<file path="config.mk">
export PLATFORM = sky130hd
export DESIGN_NAME = dmem_arbiter
export DESIGN_NICKNAME = d
export VERILOG_FILES = /design/src/rtl/dmem_arbiter.sv
export SDC_FILE = /design/constraint.sdc
export NUM_CORES = 1
export LEC_CHECK = 0
export CORE_MARGIN = 1.5
export CORE_UTILIZATION = 38
export CTS_BUF_LIST = sky130_fd_sc_hd__clkbuf_4
export DETAILED_ROUTE_END_ITERATION = 8
export GPL_ROUTABILITY_DRIVEN = 0
export GPL_TIMING_DRIVEN = 0
export MAX_ROUTING_LAYER = met4
export PLACE_DENSITY_LB_ADDON = 0.1
export SYNTH_ARGS = -nofsm -noshare
export SYNTH_HDL_FRONTEND = slang
export SYNTH_SLANG_ARGS = --single-unit
</file>
<file path="constraint.sdc">
create_clock -name clk_i -period 1.35 [get_ports clk_i]
set_clock_uncertainty 0.05 [all_clocks]
set_input_delay 0.27 -clock clk_i [delete_from_list [all_inputs] [get_ports clk_i]]
set_output_delay 0.27 -clock clk_i [all_outputs]
set_load 0.01 [all_outputs]
</file>
<file path="src/rtl/dmem_arbiter.sv">
// Two-port (CPU / debug) arbiter in front of a single-port data memory, with a bounded wait and a timeout abort.
// Optional macro DMEM_ARB_ROUND_ROBIN_EN: alternate grants on simultaneous requests (default: fixed CPU priority).
module dmem_arbiter #(
    parameter int unsigned TIMEOUT = 255
) (
    input  logic        clk_i,
    input  logic        rst_i,
    input  logic        cpu_req_i,
    input  logic        cpu_we_i,
    input  logic [31:0] cpu_addr_i,
    input  logic [31:0] cpu_wdata_i,
    output logic [31:0] cpu_rdata_o,
    output logic        cpu_ack_o,
    output logic        cpu_stall_o,
    input  logic        dbg_req_i,
    input  logic        dbg_we_i,
    input  logic [31:0] dbg_addr_i,
    input  logic [31:0] dbg_wdata_i,
    output logic [31:0] dbg_rdata_o,
    output logic        dbg_ack_o,
    output logic        err_o,
    output logic        mem_req_o,
    output logic        mem_we_o,
    output logic [31:0] mem_addr_o,
    output logic [31:0] mem_wdata_o,
    input  logic [31:0] mem_rdata_i,
    input  logic        mem_ready_i
);

    typedef enum logic [1:0] {
        ST_IDLE,
        ST_BUSY,
        ST_RESP
    } state_t;

    localparam logic [7:0] WAIT_LAST = 8'(TIMEOUT - 1);

    state_t      r_state;
    state_t      w_state_next;
    logic        r_grant_dbg;
    logic        r_err;
    logic [7:0]  r_wait_cnt;
    logic        r_mem_req;
    logic        r_mem_we;
    logic [31:0] r_mem_addr;
    logic [31:0] r_mem_wdata;
    logic [31:0] r_cpu_rdata;
    logic [31:0] r_dbg_rdata;

    logic        w_any_req;
    logic        w_pick_dbg;
    logic        w_timeout;

    assign w_any_req = cpu_req_i | dbg_req_i;
    assign w_timeout = (r_wait_cnt == WAIT_LAST);

`ifdef DMEM_ARB_ROUND_ROBIN_EN
    logic r_last_dbg;

    // On a contest the port that lost last time wins; resets to DBG so the CPU wins first.
    assign w_pick_dbg = dbg_req_i & (~cpu_req_i | ~r_last_dbg);

    always_ff @(posedge clk_i) begin
        if (rst_i) begin
            r_last_dbg <= 1'b1;
        end else if (r_state == ST_IDLE && w_any_req) begin
            r_last_dbg <= w_pick_dbg;
        end
    end
`else
    assign w_pick_dbg = dbg_req_i & ~cpu_req_i;
`endif

    always_ff @(posedge clk_i) begin
        if (rst_i) begin
            r_state <= ST_IDLE;
        end else begin
            r_state <= w_state_next;
        end
    end

    always_comb begin
        w_state_next = r_state;
        case (r_state)
            ST_IDLE: if (w_any_req) w_state_next = ST_BUSY;
            ST_BUSY: if (mem_ready_i || w_timeout) w_state_next = ST_RESP;
            ST_RESP: w_state_next = ST_IDLE;
            default: w_state_next = ST_IDLE;
        endcase
    end

    always_ff @(posedge clk_i) begin
        if (rst_i) begin
            r_grant_dbg <= 1'b0;
            r_err       <= 1'b0;
            r_wait_cnt  <= 8'd0;
            r_mem_req   <= 1'b0;
            r_mem_we    <= 1'b0;
            r_mem_addr  <= 32'd0;
            r_mem_wdata <= 32'd0;
            r_cpu_rdata <= 32'd0;
            r_dbg_rdata <= 32'd0;
        end else begin
            case (r_state)
                ST_IDLE: begin
                    if (w_any_req) begin
                        r_grant_dbg <= w_pick_dbg;
                        r_mem_req   <= 1'b1;
                        r_mem_we    <= w_pick_dbg ? dbg_we_i    : cpu_we_i;
                        r_mem_addr  <= w_pick_dbg ? dbg_addr_i  : cpu_addr_i;
                        r_mem_wdata <= w_pick_dbg ? dbg_wdata_i : cpu_wdata_i;
                        r_wait_cnt  <= 8'd0;
                        r_err       <= 1'b0;
                    end
                end
                ST_BUSY: begin
                    r_wait_cnt <= r_wait_cnt + 8'd1;
                    // A ready in the final wait cycle still counts as a normal completion.
                    if (mem_ready_i) begin
                        r_mem_req <= 1'b0;
                        r_err     <= 1'b0;
                        if (!r_mem_we) begin
                            if (r_grant_dbg) r_dbg_rdata <= mem_rdata_i;
                            else             r_cpu_rdata <= mem_rdata_i;
                        end
                    end else if (w_timeout) begin
                        r_mem_req <= 1'b0;
                        r_err     <= 1'b1;
                    end
                end
                default: ;
            endcase
        end
    end

    assign cpu_ack_o   = (r_state == ST_RESP) & ~r_grant_dbg;
    assign dbg_ack_o   = (r_state == ST_RESP) &  r_grant_dbg;
    assign err_o       = (r_state == ST_RESP) &  r_err;
    assign cpu_stall_o = cpu_req_i & ~cpu_ack_o;
    assign cpu_rdata_o = r_cpu_rdata;
    assign dbg_rdata_o = r_dbg_rdata;
    assign mem_req_o   = r_mem_req;
    assign mem_we_o    = r_mem_we;
    assign mem_addr_o  = r_mem_addr;
    assign mem_wdata_o = r_mem_wdata;

endmodule
</file>
# Word-level counts from Yosys, hierarchy flattened
# Cells that the tools add are included.
# totals
elab_cells	52
input_bits	167
ff_bits	142
output_inout_bits	134
# classes
n_reduce_logical	9
add_sub_neg	1
eq_ne	6
n_bitwise	10
muxes	16
# ops
operator	n
$mux W32	2
$pmux W8 S2	1
$add A8 B1 Y8 const B	1
$eq A8 B8 Y1 const B	1
$mux W8	1
$reduce_and A4 Y1	2
$mux W1	7
$reduce_and A2 Y1	3
$and A1 B1 Y1	5
$mux W2	2
$ne A2 B2 Y1 const B	2
$not A1 Y1	4
$pmux W1 S2	2
$pmux W2 S2	1
$ne A3 B3 Y1 const B	1
$reduce_and A3 Y1	1
$eq A2 B1 Y1 const B	1
$eq A2 B2 Y1 const B	1
$logic_not A2 Y1	1
$reduce_bool A2 Y1	1
$logic_or A1 B1 Y1	1
$or A1 B1 Y1	1

# Logic depth before layout (Yosys ltp)
# depth
word_depth	4
depth_mapped	6
ltp_nobuf	5

# Worst setup path before layout
# Ideal clock, no wire load.
# synth_path
path_kind	reg-to-output
start	register r_grant_dbg
end	output port dbg_ack_o
t_arrival_ns	1.102
path_buffers	2
setup_slack_ns	-0.072
path_stages_with_launch	5
t_required_ns	1.030
path_cell_list	dfxtp_1 inv_2 clkbuf_1 clkbuf_1 nor3b_1
# synth_via
elab_chain_cells	1
# synth_lines
element	line	text
start: declaration	40	logic r_grant_dbg;
start signal: assignment	107	r_grant_dbg <= w_pick_dbg;
$and A1 B1 Y1	137	assign dbg_ack_o = (r_state == ST_RESP) & r_grant_dbg;
end: declaration	20	output logic dbg_ack_o,
# Every way passes these cells.

# Worst setup path in the final report
# layout_path
start	register r_state[1]
end	output port cpu_stall_o
# layout_via
elab_chain_cells	4
# layout_lines
element	line	text
start: declaration	38	state_t r_state;
start signal: assignment	78	r_state <= w_state_next;
$eq A2 B2 Y1	136	assign cpu_ack_o = (r_state == ST_RESP) & ~r_grant_dbg;
$and A1 B1 Y1	136	
$not A1 Y1	139	assign cpu_stall_o = cpu_req_i & ~cpu_ack_o;
$and A1 B1 Y1	139	
end: declaration	14	output logic cpu_stall_o,
# Every way passes these cells.

==> metrics.yaml <==
run_status:
  run_status: "finished with violations"
  violations: "negative setup slack"
global_routing:
  antenna_found_initial: 1
  track_usage_pct: 25.66
  grt_pass1_vias: 6497
  grt_pass1_wl_um: 34820
  grt_max_degree: 17
  overflow: 0
power:
  leakage_nw: 4.846
  irDropWorstVdd_mv: 0.5493
  power_density_nw_per_um2: 970.8
sta:
  setup_viol: 159
  period_minus_slack_ns: 1.838
  max-slew-margin-rel_pct: 51.17
  worst_pin_slew_ns: 0.7324
  final_max_slew_viol_count: 0
  fin_ws_ns: -0.4885
  rsz0062_at_grt: "yes"
  hold_violations: 0
  period_share_pct: 136.2
  clock.fmax_mhz: 543.9
  tns_ns: -25.36
floorplanning:
  io_pins: 301
  rows: 47
  die_x_um: 132.4
  die_area_um2: 17520
  start_util_pct: 38.62
  dieHeight_um: 132.4
  core_um2: 16470
routing:
  met3_length_um: 1585
  wl_met1_um: 10050
  antenna_left: 0
  wl_met2_um: 13120
  wl_um: 25410
  drc_errors: 0
  avgViaCountPerCell: 5.334
  vias: 6945
  drt_first_pass_iters: 4
  routed.top_layer: "met4"
  wire_per_inst_um: 19.51
  first_iter_violations: 279
setup_path:
  critPathRequiredTime_ns: 1.03
  startpoint_type: "flip-flop"
  reg2reg_to: "r_wait_cnt[7]"
  arrival_ns: 1.52
  rrSetupSlack_ns: -0.30
  crit_path_max_fanout: 5
  crit_path_end_kind: "output port"
  path_class: "reg2out"
  reg2regPathDepth: 5
  rr_startpoint: "r_state[1]"
synthesis:
  yosys-top-cells-area: "dfxtp_1 45%, a21oi_1 11%, mux2i_1 10%"
  synth_top_cell_area_share_pct: 44.71
  yosys_warnings: 0
  yosys.cell_count.top_type: "dfxtp_1"
  ys_dominant_reg_cell: "dfxtp_1"
  avgSynthCellArea_um2: 9.462
  async_reset_ff_share_pct: 0
  synth-edff-count: 0
  seq_area_frac_synth_pct: 44.71
  synth_common_cells: "142 x dfxtp_1, 138 x a21oi_1, 65 x mux2i_1, 65 x nand3_1, 65 x o21ai_0"
  synth_cells: 672
  synth_area_um2: 6359
  ys_ff_latch: 142
  ys_types: 38
  syn_nets: 841
  synth_largest_area_cell: "dfxtp_1"
place:
  dp_cells: 1191
  dp_hpwl_um: 15790
  place.port_buffers: 299
hold_path:
  whs_endpoint: "r_state[0]"
  hold_path_depth: 3
  min_path_type: "in2reg"
  hp-start: "rst_i"
cts:
  cts_buffer_depth: 2
  root_buffer: "clkbuf_4"
  h-tree-depth: 4
  cts.sinks: 142
  numCtsBuffers: 17
  clkSlewWorstSetupHoldPaths_ns: 0.14
  cts_tree: "done"
  clk_latency_ns: 0.56
layout:
  nets: 1237
  seqCellArea_um2: 3017
  fillCellCount: 1173
  instances_no_fill: 1302
  syn2layout_area_growth_pct: 94.88
  post_route_cells_drive_above_1_share_pct: 57.26
  multi_input_area_um2: 3851
job:
  max_cap_violations: 0
## placed cells by master (no fill, tap or decap), drive strengths merged, types with 5 or more instances in the layout
cell type      netlist  layout
nand3               65      65
nor3                 5       5
clkdlybuf4s50        0     163
mux2i               65      65
dfxtp              142     142
a21oi              138     138
buf                 40     243
clkinv               0       6
inv                  6       6
clkinvlp             0       6
clkbuf              36      62
or3                  6       6
o21ai               65      65
a211oi              67      67
## state kept, by name, summed over array words and instances (netlist names)
name / cells
r_err: 1
r_state: 2
mem_wdata_o: 32
r_wait_cnt: 8
mem_addr_o: 32
mem_req_o: 1
r_grant_dbg: 1
cpu_rdata_o: 32
mem_we_o: 1
dbg_rdata_o: 32
## where the power goes
part | switching (mW) | leakage, nW | internal (mW)
clock network | 1.67 | 0.145 | 1.27
registers | 0.249 | 1.22 | 4.58
logic | 1.86 | 3.48 | 2.41
total | 3.78 | 4.85 | 8.25
## logic make-up after synthesis
family | after synthesis | synth area share, %
mux | 66 | 10.41
buf+inv | 82 | 7.300
compound gates | 278 | 28.02
xor+xnor | 1 | 0.1378
fa+ha+maj | 2 | 0.3935
simple gates | 101 | 9.032
flops | 142 | 44.71
## metrics by stage
step | setup WS [ns] | power, mW | cell area [um^2] | hold WS (ns) | utilization [%]
floorplan | -0.01075 | 6.133 | 6369 | 0.3166 | -
global placement | -0.7569 | 7.614 | 9637 | 0.4108 | 58.53
detailed placement | -0.7747 | 7.641 | 9637 | 0.4161 | 58.53
CTS | -0.5076 | 11.21 | 10930 | 0.02725 | 66.41
global route | -0.5661 | 12.50 | 12390 | 0.01531 | 75.26
finish | -0.4885 | 12.03 | 12390 | 0.02747 | 75.26
## layer usage
layer,up-vias,global-route usage (%)
met5,-,-
met2,253,43.72
li1,3296,-
met3,43,6.920
met4,0,8.730
met1,3353,29.11
## worst max-delay path by stage
stage                endpoint  slack [ns]        start  cells after the start
3_3_place_gp        dbg_ack_o       -0.76  r_grant_dbg                      5
6_report          cpu_stall_o       -0.49   r_state[1]                      4
2_1_floorplan  mem_addr_o[27]       -0.01   r_state[1]                      6
4_1_cts           cpu_stall_o       -0.51  r_grant_dbg                      4
5_1_grt           cpu_stall_o       -0.57  r_grant_dbg                      4
3_5_place_dp   mem_addr_o[27]       -0.77    cpu_req_i                      6
## layout make-up
| type | count | area share (%) |
|---|---|---|
| Sequential cell | 142 | 24.34 |
| Clock inverter | 15 | 1.393 |
| Multi-Input combinational cell | 448 | 31.08 |
| Antenna cell | 1 | 0.02019 |
| Inverter | 6 | 0.2423 |
| Timing Repair Buffer | 381 | 33.70 |
| Clock buffer | 17 | 1.030 |
| Buffer | 72 | 5.967 |
| Tap cell | 220 | 2.221 |
## critical path: stages (launching register included)
cell     delay [ns]
dfxtp_2        0.38
buf_6          0.13
nor3b_4        0.24
nor2b_1        0.07
buf_2          0.14
## repair_timing
item,in CTS,in global routing
gates cloned,7,14
setup endpoints to repair,268,276
buffers inserted,25,40
hold buffers,0,0
resized for setup,942,239
pin swaps,31,95
Note: power is estimated with default switching activity, not from simulation.
==> patch 1: new RTL, config.mk and constraints unchanged <==
Build with the macro `DMEM_ARB_ROUND_ROBIN_EN` defined.
--- a/src/rtl/dmem_arbiter.sv
+++ b/src/rtl/dmem_arbiter.sv
@@ -1,4 +1,6 @@
 // Two-port (CPU / debug) arbiter in front of a single-port data memory, with a bounded wait and a timeout abort.
 // Optional macro DMEM_ARB_ROUND_ROBIN_EN: alternate grants on simultaneous requests (default: fixed CPU priority).
+`define DMEM_ARB_ROUND_ROBIN_EN
+
 module dmem_arbiter #(
     parameter int unsigned TIMEOUT = 255
Behaviour: not the same (Yosys sat finds a counterexample within 10 cycles, from zero or initial values and one cycle with rst_i high).
==> patch 1 against the unedited design <==
The run still ends with negative setup slack left; via count barely moved; routed wire length is 6.3% lower; final area decreased by 1.9%; sequential power rose by 1%; area after synthesis is 3.6% lower; register-to-register slack lost 80 ps; non-clock buffer count stayed put; power up 0.99%; setup slack improved by 96 ps; utilization grew 1.5 points; hold slack better by 170 ps; sequential cell count up 1; critical endpoint unchanged; largest cell class unchanged; highest routed layer unchanged.
==> patch 1: results (changes against the unedited design) <==
| Metric | Value |
|---|---|
| Layout cells sized above 1 | `0.5506 (-0.02197)` |
| Worst Setup SP | `r_grant_dbg$_SDFFE_PP0P_` |
| Violated checks | `negative setup slack` |
| Vias/cell | `5.335 (about the same)` |
| Initial DRC Count | `308 (+10%)` |
| Largest cells by area after synthesis | `dfxtp_1, a21oi_1, mux2i_1` |
| Top post-synthesis cells by count | `dfxtp_1, a21oi_1, a211oi_1, o21ai_0, nand3_1` |
| Unique masters post-synth | `43 (+13%)` |
| DR pass1 iterations | `4 (unchanged)` |
| Setup violators final | `168 (+5.7%)` |
| Wire length on met2 | `12,350 um (-5.9%)` |
| Fin nets | `1,242 (+0.40%)` |
| First-pass GRT wire length | `33,050 um (-5.1%)` |
| Worst slack, placed | `-714.6 ps (+60.07 ps)` |
| P per Cell Area | `999.5 nW/um2 (+3.0%)` |
| Metal3 WL | `1411 um (-11%)` |
| Leakage | `4.530 nW (-6.5%)` |
| Met2 GRT Util | `0.4421 (+0.004932)` |
| Worst IR drop on VDD | `0.6378 mV (+16%)` |
| Cell Area, Placed | `9405 um2 (-2.4%)` |
| Worst reg2reg path endpoint | `cpu_rdata_o[16]$_SDFFE_PP0P_` |
| Met1 usage | `0.2963 (+0.005267)` |
| Fill cells | `1,114 (-5.0%)` |
| Initial antenna violation count | `1 (unchanged)` |
| Post-Layout Cell Count | `1,303 (+0.077%)` |
| WP data arrival | `1420 ps (-100 ps)` |
| Mapped Nets | `844 (+0.36%)` |
| DP HPWL | `14,920 um (-5.5%)` |
| Vias in the first global route | `6,465 (-0.49%)` |
| Sequential share of power | `0.403 (+0.002)` |
| Outcome | `finished, violations left` |
| Total track usage | `0.2583 (+0.001670)` |
| Met3 Usage GRT | `0.05822 (-0.01098)` |
| Slew headroom | `0.4003 (-0.1114)` |
| Wl on met1 | `9413 um (-6.3%)` |
| Wirelength, routed | `23,800 um (-6.3%)` |
| Total CTS buffers | `17 (unchanged)` |
| Reg2reg setup slack | `-380 ps (-80 ps)` |
| Int Power | `0.008357 W (+1.3%)` |
| PnR worst setup slack | `-392.7 ps (+95.80 ps)` |
| Cell depth of the worst flop-to-flop path | `8 (+3)` |
| Setup TNS | `-37,490 ps (-12,130 ps)` |
| Setup Fix Bufs, Post-CTS | `32 (+28%)` |
## patch 1: cell count changes in the layout (fill, tap and decap cells not counted), sizes merged, moves of 3 or more
cell	change
nor2	+6
or3	-5
a21oi	-4
buf	+4
nor3b	-4
clkinv	-3
inv	+3
o21ai	+3
o221ai	-3
## patch 1: logic make-up (layout without fill, tap and decap cells)
family / Yosys count / count (layout) / share of synthesized area
simple gates: 99 / 99 / 0.08531
compound gates: 283 / 283 / 0.2676
fa+ha+maj: 2 / 2 / 0.004081
other cells: 0 / 1 / 0
mux: 67 / 67 / 0.1098
buf+inv: 81 / 492 / 0.06633
flops: 143 / 143 / 0.4669
## patch 1: final cells by class
cell class              count  area share
plain buffers              66     0.04364
clock buffers              19     0.01173
inverters                   7    0.002779
clock inverters            13     0.01338
flip-flops and latches    143      0.2508
well taps                 216     0.02223
diodes                      1   0.0002059
repair buffers            387      0.3400
multi-input cells         451      0.3152
## patch 1: how the worst min path moves through the flow
stage                                     start                     endpoint  slack (ps)  depth (start not counted)
floorplan                           mem_ready_i           r_err$_SDFFE_PP0P_         320                          1
global placement    dbg_rdata_o[0]$_SDFFE_PP0P_  dbg_rdata_o[0]$_SDFFE_PP0P_         410                          2
detailed placement   r_wait_cnt[5]$_SDFFE_PP0P_   r_wait_cnt[5]$_SDFFE_PP0P_         410                          1
CTS                                       rst_i      r_last_dbg$_SDFFE_PP1P_         140                          3
global route                          cpu_req_i      r_last_dbg$_SDFFE_PP1P_         210                          3
finish                                    rst_i      r_last_dbg$_SDFFE_PP1P_         190                          3
## patch 1: worst max-delay path: stages, from the launching register on
cell       delay, ps
dfxtp_4          400
clkbuf_16        160
nor2_4           120
nor2b_1           50
buf_2            130
==> patch 2: new RTL, same flow settings <==
Without the edit above. Register the outputs `dbg_ack_o` and `err_o`, without a reset; this adds one clock of latency there. The other outputs are not delayed to match.
--- a/src/rtl/dmem_arbiter.sv
+++ b/src/rtl/dmem_arbiter.sv
@@ -135,6 +135,8 @@
 
     assign cpu_ack_o   = (r_state == ST_RESP) & ~r_grant_dbg;
-    assign dbg_ack_o   = (r_state == ST_RESP) &  r_grant_dbg;
-    assign err_o       = (r_state == ST_RESP) &  r_err;
+    always_ff @(posedge clk_i) begin
+        dbg_ack_o <= (r_state == ST_RESP) &  r_grant_dbg;
+        err_o     <= (r_state == ST_RESP) &  r_err;
+    end
     assign cpu_stall_o = cpu_req_i & ~cpu_ack_o;
     assign cpu_rdata_o = r_cpu_rdata;
Behaviour: not the same (a bounded check fails within 4 cycles, from zero or initial values and one cycle with rst_i high).
==> patch 2 against the unedited design <==
The run still ends with negative setup slack left; sequential cell count increased by 2; routed wire length up 0.17%; area after synthesis grew 0.63%; final area increased by 0.72%; fmax rose by 1.8%; power increased by 1.2%; global-route usage rose by 1.3 points; first-iteration DRC count is 5.4% higher; setup slack better by 33 ps; critical path type unchanged; largest cell class unchanged; highest routed layer unchanged.
==> patch 2: results (changes against the unedited design) <==
| Metric | Value |
|---|---|
| Outcome | `finished, violations left` |
| Violated checks | `negative setup slack` |
| Leakage | `4.872 nW (+0.53%)` |
| Clk slew on worst S/H paths | `120 ps (-20 ps)` |
| Ys async rst share | `0 (unchanged)` |
| Met1 usage | `0.3009 (+0.009802)` |
| Proportion of synthesized area in mux cells | `0.1034 (-0.0006513)` |
| Met2 GRT Util | `0.4697 (+0.03258)` |
| Layout cells sized above 1 | `0.5847 (+0.01210)` |
| Initial DRC Count | `294 (+5.4%)` |
| Top post-synthesis cells by count | `dfxtp_1, a21oi_1, mux2i_1, nand3_1, o21ai_0` |
| Yosys warnings | `0 (unchanged)` |
| IO buf count | `299 (unchanged)` |
| Largest net degree at the start of global routing | `17 (unchanged)` |
| Maximum fanout along the worst path | `2 (-3)` |
| Largest cells by area after synthesis | `dfxtp_1, a21oi_1, mux2i_1` |
| Complex-gate fraction of the synthesized area | `0.2785 (-0.001753)` |
| First-pass GRT wire length | `36,440 um (+4.6%)` |
| Synth Area in Adders | `0.003911 (-0.00002463)` |
| Unique masters post-synth | `38 (unchanged)` |
| Vias | `6,961 (+0.23%)` |
| Fill cells | `1,144 (-2.5%)` |
| Initial antenna violation count | `1 (unchanged)` |
| Fin nets | `1,243 (+0.49%)` |
| Met3 Usage GRT | `0.07433 (+0.005125)` |
| Clock buffer depth | `2 (unchanged)` |
| Slew headroom | `0.5050 (-0.006753)` |
| Root Buffer | `clkbuf_4` |
| Crit-path slowest cell | `dfxtp_2` |
| Htree depth | `4 (unchanged)` |
| DP HPWL | `15,810 um (+0.14%)` |
| Setup TNS | `-31,300 ps (-5939 ps)` |
| WL/cell | `19.47 um (-0.21%)` |
| PnR worst setup slack | `-455.7 ps (+32.73 ps)` |
| Total CTS buffers | `17 (unchanged)` |
| Synth Area in XOR/XNOR | `0.001369 (-0.000008619)` |
| Worst IR drop on VDD | `0.6060 mV (+10%)` |
| Mapped Nets | `843 (+0.24%)` |
| DR pass1 iterations | `5 (+1)` |
| Skew-Pair Late Insertion Delay | `560 ps (about the same)` |
| Total track usage | `0.2697 (+0.01308)` |
| CP peak stage delay | `360 ps (-20 ps)` |
| Seq/Total Area, Yosys | `0.4505 (+0.003460)` |
| Setup violators final | `191 (+20%)` |
| Min-delay worst type | `in2reg` |
| Vias in the first global route | `6,794 (+4.6%)` |
| WP data arrival | `1490 ps (-30 ps)` |
## patch 2: changes by cell type after synthesis, sizes merged
cell and change:
dfxtp +2
## patch 2: routing by layer
metal / vias to the layer above / wire length [um]
met5: - / 0
met4: 0 / 516
met3: 43 / 1751
met1: 3355 / 9936
li1: 3314 / -
met2: 249 / 13250
## patch 2: report_power, final
part	switching, W	internal (W)	total, W	leakage, nW
combinational	0.00188	0.00245	0.00433	3.49
sequential	0.000245	0.00464	0.00488	1.23
clock	0.00167	0.00130	0.00297	0.145
total	0.00379	0.00838	0.0122	4.87
## patch 2: through the flow
step	total power [W]	setup slack, ps	instances	area [um2]
after global placement	0.007676	-695.2	1193	9672
after floorplan	0.006193	-10.75	674	6404
final	0.01218	-455.7	1307	12480
after CTS	0.01166	-466.9	1283	11400
after global routing	0.01266	-491.5	1307	12480
after detailed placement	0.007700	-710.5	1193	9672
## patch 2: worst paths after layout
kind / start / to / slack [ps] / cells past startpoint
max: r_state[0]$_SDFFE_PP0P_ / cpu_stall_o / -460 / 4
min: rst_i / r_state[0]$_SDFFE_PP0P_ / 50 / 3
max reg2reg: r_state[1]$_SDFFE_PP0P_ / mem_wdata_o[30]$_SDFFE_PP0P_ / -400 / 9
min reg2reg: cpu_rdata_o[1]$_SDFFE_PP0P_ / cpu_rdata_o[1]$_SDFFE_PP0P_ / 420 / 2
## patch 2: layout make-up
cell class                      instances  area (um2)  area share
Antenna cell                            1       2.502   0.0002005
Buffer                                 74       742.0     0.05945
Clock buffer                           18       135.1     0.01083
Clock inverter                         13       162.7     0.01303
Inverter                                6       22.52    0.001805
Multi-Input combinational cell        448        3874      0.3104
Sequential cell                       144        3058      0.2450
Tap cell                              220       275.3     0.02206
Timing Repair Buffer                  383        4209      0.3372
## patch 2: kinds of logic after synthesis
| logic type | after synthesis |
|---|---|
| muxes | 66 |
| adders and majority gates | 2 |
| buffers and inverters | 82 |
| AOI/OAI and AO/OA | 278 |
| and+or+nand+nor | 101 |
| DFF | 144 |
| xor gates and xnor gates | 1 |
## patch 2: timing repair
item,CTS,global route
setup endpoints to repair,264,277
resized for setup,970,234
cloned,12,4
hold endpoints to repair,0,0
buffers inserted,48,28
pin swaps,32,80
## patch 2: worst max-delay path, delay by kind of cell (launching register included)
kind / cells / cell delay (ps)
buf+inv: 2 / 270
flops: 1 / 360
simple gates: 2 / 300
